### src/rtl/product_accumulator_if.sv
// Valid/ready term input and result output of the product accumulator,
// bundled so the multiplier side and the consumer side share one port.
interface product_accumulator_if #(
  parameter int PW = 16,
  parameter int AW = 20
);
  logic                 in_valid;
  logic                 in_ready;
  logic signed [PW-1:0] in_product;
  logic                 in_last;
  logic                 out_valid;
  logic                 out_ready;
  logic signed [AW-1:0] out_sum;
  logic [7:0]           out_count;
  logic                 out_sat;

  modport master (
    output in_valid, in_product, in_last, out_ready,
    input  in_ready, out_valid, out_sum, out_count, out_sat
  );

  modport slave (
    input  in_valid, in_product, in_last, out_ready,
    output in_ready, out_valid, out_sum, out_count, out_sat
  );
endinterface

### src/rtl/product_accumulator.sv
// Saturating signed accumulator for Booth multiplier products. It sums LEN terms,
// or fewer when in_last closes the block, then holds the result until it is taken.
module product_accumulator #(
  parameter int PW  = 16,
  parameter int AW  = 20,
  parameter int LEN = 4
) (
  input logic                  clk,
  input logic                  rst_n,
  product_accumulator_if.slave bus
);

  typedef enum logic {ACC, HOLD} state_t;

  state_t               state_reg;
  logic signed [AW-1:0] acc_reg;
  logic [7:0]           count_reg;
  logic                 sat_reg;

  logic signed [AW:0]   acc_ext;
  logic signed [AW:0]   prod_ext;
  logic signed [AW:0]   sum_wide;
  logic signed [AW-1:0] acc_next;
  logic                 sat_now;
  logic [7:0]           count_next;
  logic                 accept;

  localparam logic signed [AW:0]   SUM_MAX = {2'b00, {(AW-1){1'b1}}};
  localparam logic signed [AW:0]   SUM_MIN = {2'b11, {(AW-1){1'b0}}};
  localparam logic signed [AW-1:0] ACC_MAX = {1'b0, {(AW-1){1'b1}}};
  localparam logic signed [AW-1:0] ACC_MIN = {1'b1, {(AW-1){1'b0}}};
  localparam logic [7:0]           LEN_C   = 8'(LEN);

  // Handshake flags depend only on state and reset, never on the peer's signals.
  assign bus.in_ready  = rst_n && (state_reg == ACC);
  assign bus.out_valid = rst_n && (state_reg == HOLD);
  assign bus.out_sum   = acc_reg;
  assign bus.out_count = count_reg;
  assign bus.out_sat   = sat_reg;

  assign accept     = bus.in_valid && bus.in_ready;
  assign acc_ext    = {acc_reg[AW-1], acc_reg};
  assign prod_ext   = {{(AW+1-PW){bus.in_product[PW-1]}}, bus.in_product};
  assign sum_wide   = acc_ext + prod_ext;
  assign count_next = count_reg + 8'd1;

  // One extra bit of headroom makes overflow visible before it is clamped.
  always_comb begin
    acc_next = sum_wide[AW-1:0];
    sat_now  = 1'b0;
    if (sum_wide > SUM_MAX) begin
      acc_next = ACC_MAX;
      sat_now  = 1'b1;
    end else if (sum_wide < SUM_MIN) begin
      acc_next = ACC_MIN;
      sat_now  = 1'b1;
    end
  end

  always_ff @(posedge clk) begin
    if (!rst_n) begin
      state_reg <= ACC;
      acc_reg   <= '0;
      count_reg <= '0;
      sat_reg   <= 1'b0;
    end else begin
      case (state_reg)
        ACC: begin
          if (accept) begin
            acc_reg   <= acc_next;
            count_reg <= count_next;
            sat_reg   <= sat_reg | sat_now;
            if (count_next == LEN_C || bus.in_last)
              state_reg <= HOLD;
          end
        end
        HOLD: begin
          if (bus.out_ready) begin
            acc_reg   <= '0;
            count_reg <= '0;
            sat_reg   <= 1'b0;
            state_reg <= ACC;
          end
        end
        default: state_reg <= ACC;
      endcase
    end
  end

endmodule

### src/flat_wrapper.sv
// flat-port wrapper written by rule: the top's interface ports become plain ports
module product_accumulator_flat 
#(
  parameter int PW  = 16,
  parameter int AW  = 20,
  parameter int LEN = 4
)
  (clk, rst_n, bus_in_valid, bus_in_product, bus_in_last, bus_out_ready, bus_in_ready, bus_out_valid, bus_out_sum, bus_out_count, bus_out_sat);
  product_accumulator_if #(.PW(PW), .AW(AW)) bus_i ();
  input logic clk;
  input logic rst_n;
  input wire logic [$bits(bus_i.in_valid)-1:0] bus_in_valid;
  input wire logic [$bits(bus_i.in_product)-1:0] bus_in_product;
  input wire logic [$bits(bus_i.in_last)-1:0] bus_in_last;
  input wire logic [$bits(bus_i.out_ready)-1:0] bus_out_ready;
  output wire logic [$bits(bus_i.in_ready)-1:0] bus_in_ready;
  output wire logic [$bits(bus_i.out_valid)-1:0] bus_out_valid;
  output wire logic [$bits(bus_i.out_sum)-1:0] bus_out_sum;
  output wire logic [$bits(bus_i.out_count)-1:0] bus_out_count;
  output wire logic [$bits(bus_i.out_sat)-1:0] bus_out_sat;
  assign bus_i.in_valid = bus_in_valid;
  assign bus_i.in_product = bus_in_product;
  assign bus_i.in_last = bus_in_last;
  assign bus_i.out_ready = bus_out_ready;
  assign bus_in_ready = bus_i.in_ready;
  assign bus_out_valid = bus_i.out_valid;
  assign bus_out_sum = bus_i.out_sum;
  assign bus_out_count = bus_i.out_count;
  assign bus_out_sat = bus_i.out_sat;
  product_accumulator #(.PW(PW), .AW(AW), .LEN(LEN)) u_core (.clk(clk), .rst_n(rst_n), .bus(bus_i));
endmodule
### config.mk
export PLATFORM = sky130hd
export DESIGN_NAME = product_accumulator_flat
export DESIGN_NICKNAME = d
export VERILOG_FILES = /design/src/rtl/product_accumulator_if.sv /design/src/rtl/product_accumulator.sv /design/src/flat_wrapper.sv
export SDC_FILE = /design/constraint.sdc
export NUM_CORES = 1
export LEC_CHECK = 0
export CORE_MARGIN = 2
export CORE_UTILIZATION = 35
export DETAILED_ROUTE_END_ITERATION = 7
export GPL_TIMING_DRIVEN = 0
export PLACE_DENSITY = 0.65
export SLEW_MARGIN = 40
export SYNTH_ARGS = -nofsm -noshare
export SYNTH_HDL_FRONTEND = slang
export SYNTH_SLANG_ARGS = --single-unit
### constraint.sdc
create_clock -name clk -period 7.2 [get_ports clk]
set_input_delay 1.44 -clock clk [delete_from_list [all_inputs] [get_ports clk]]
set_output_delay 1.44 -clock clk [all_outputs]
set_load 0.03 [all_outputs]
==> metrics.md <==
| Metric | Value |
|---|---|
| Pin count of the biggest net entering global routing | 11 |
| Startpoint Class | input pin |
| Dpl ws | 2.34 ns |
| GRT Overall Usage | 0.180 |
| Design area | approximately 3100 sq um |
| Initial antenna violation count | 0 |
| Fmax | 206 MHz |
| Total negative setup slack | 0 ns |
| Register area share after synthesis | 0.250 |
| DR WL/cell | between 10 and 15 microns |
| Main synth FF type | dfxtp_1 |
| Top cell by count, worst path | clkbuf_1 |
| Nets | around 410 |
| Status | finished, final reports clean |
| Layout Utilization | 0.464 |
| Slowest cell on the critical path | clkdlybuf4s50_1 |
| Fin. Hold Viols | 0 |
| Placer Congestion | 0.940 |
| Tmin final | slightly below 5 ns |
| N_diodes | 0 |
| GR Util met3 | 0.0360 |
| # setup viols final | 0 |
| Starting density of the core | 0.358 |
| PostCTS Resize Cnt | 0 |
| Worst-skew pair later-pin latency | a little under 0.3 ns |
| Global route total overflow | 0 |
| Hpwl dp | 4900 microns |
| Synth Instances | ~310 |
| Leak | around 1.3 nW |
| # hold bufs at CTS | 0 |
| Grt met2 use | 0.299 |
| GRT Max-Usage Layer | met2 |
| CP endpoint kind | output port |
| Max VDD drop | 106 uV |
| Clock Skews | 0.00526 ns |
| TritonCTS clock tree | built |
| Asr flop ratio synth | 0 |
| DRC | 0 |
| Clock sink count | 30 |
| Routed Wire Length | 6490 microns |
| Worst Path Max Fanout | 10 |
| PnR worst setup slack | 2.34 ns |
| Arr. time, crit path | around 3.4 ns |
| Worst path required time | roughly 5.8 ns |
| Die Width | a little under 90 microns |
| Slew HR | 0.590 |
| Vias | ~2400 |
| DIE HEIGHT | between 80 and 90 microns |
| FF+latch count, synth | 30 |
| Post-CTS Setup Inserts | 0 |
| Synth Warn # | 0 |
| Starting DRT DRC Count | ~130 |
| Syn Nets | approximately 360 |
| Crit Path Category | in2out |
| Clock slew at reported path FFs | around 0.070 ns |
| GR Util met1 | 0.243 |
| Worst hold path class | reg2reg |
| DRT antenna net count | 0 |
| Num CTS Buffers | 5 |
| Synth cell types | a little under 60 |
| Clock root cell | clkbuf_8 |
| Number of synthesized flops with an enable pin | 0 |
| PD cells | around 230 nW/um^2 |
| Core area | around 6700 sq um |
| H-tree depth reported by CTS | 2 |
| Max reg flops | 20 |
| Post-synthesis cell area | 2410 sq um |
| Filler cell count | 683 |
| First-pass GRT wire length | 11000 microns |
| RSZ-0062 raised after global routing | no |
| IO Port Bufs | 50 |
| DP Area | between 3000 and 4000 sq um |
| Worst R2R Setup Slack | 4.12 ns |
| Worst-Margin Slew | 0.607 ns |
| CP Cell Sequence | clkbuf_1 > clkinv_1 > clkbuf_1 > nor2_1 > clkdlybuf4s50_1 |
| Synth Area per Inst | 7.69 sq um |
| Ports | 52 |
| Number of global-route vias before repair | between 2000 and 2500 |
| MaxCap Viol Count | 0 |
| Share of layout cells above drive strength 1 | 0.0674 |
| Clk buf depth | 2 |
| Via-to-Cell Ratio | approximately 5.4 |
| Die area | about 7600 sq um |
| Max stage delay on crit path | 0.68 ns |
| Hold slack | 0.475 ns |
| Synthesis-to-layout area growth | 29.5% |
| Num rows | 30 |
| Pre-Repair DR Iteration Count | 4 |
| Fin. max-slew vios | 0 |
| Part of the cycle the worst path needs | 0.675 |
routing by layer:
layer	vias up	wire [microns]
met2	79	3030
li1	1264	-
met4	0	68
met3	8	425
met5	-	0
met1	1094	2970
synth_stat cells (all sizes together) (7+ instances only):
library cell,instances,area [sq um]
a21o,7,52.6
a21oi,27,139
a31oi,19,140
and3,8,51.3
clkbuf,8,30.0
dfxtp,30,601
ha,21,263
inv,13,48.8
nand2,50,190
nand3,11,55.1
nor2,20,75.1
o21ai,21,109
xnor2,8,70.1
layout by cell type (no fill, tap or decap), types with 4 or more instances in the layout:
cell type,count
inv_1,13
nand2_1,49
ha_1,21
clkbuf_8,8
a21oi_1,26
clkbuf_1,8
or3_1,4
nor3_1,4
dfxtp_1,30
nand3_1,11
a31oi_1,17
o21a_1,4
a21o_1,7
xor2_1,4
o21ai_0,18
xnor2_1,8
clkdlybuf4s50_1,50
nor2_1,20
and3_1,7
nand2b_1,4
worst paths after layout:
| check | startpoint | cells after the start | end |
|---|---|---|---|
| min reg2reg | u_core.bus.out_sum[0]$_SDFFE_PN0P_ | 2 | u_core.bus.out_sum[0]$_SDFFE_PN0P_ |
| max | rst_n | 5 | bus_in_ready |
| min | u_core.bus.out_sum[0]$_SDFFE_PN0P_ | 2 | u_core.bus.out_sum[0]$_SDFFE_PN0P_ |
| max reg2reg | u_core.bus.out_sum[0]$_SDFFE_PN0P_ | 12 | u_core.bus.out_sum[2]$_SDFFE_PN0P_ |
worst max-delay path: cells and delay by family:
kind                   cells  cell delay (ns)
buffers and inverters      4             1.81
and+or+nand+nor            1             0.16
cells by family (layout without fill, tap and decap cells):
kind of cell               after synthesis  in the layout  synth area share
AOI/OAI and AO/OA                      111            111             0.325
buffers and inverters                   24             82            0.0411
adders and majority gates               22             22             0.118
DFF                                     30             30             0.250
and+or+nand+nor                        114            114             0.223
xor gates and xnor gates                12             12            0.0437
report_power, final:
group / total [mW] / switching [mW] / internal (mW) / leakage, nW
clock network: 0.165 / 0.0680 / 0.0965 / 0.0575
registers: 0.207 / 0.0187 / 0.188 / 0.246
logic: 0.343 / 0.198 / 0.145 / 0.961
per-stage QoR:
stage | std cells | total power [mW]
after floorplan | 313 | 0.451
after global placement | 443 | 0.550
after global routing | 451 | 0.768
after CTS | 451 | 0.719
after detailed placement | 443 | 0.552
final | 451 | 0.715
final cells by class:
cell class                 instances  area (sq um)  share of cell area
buffer                            10          46.3              0.0149
clock buffer                       8           110              0.0353
sequential                        30           601               0.193
inverter                          14          52.6              0.0169
tap                               80           100              0.0321
timing repair buffer              50           500               0.161
multi-input combinational        259          1710               0.548
(Power assumes the default switching activity.)
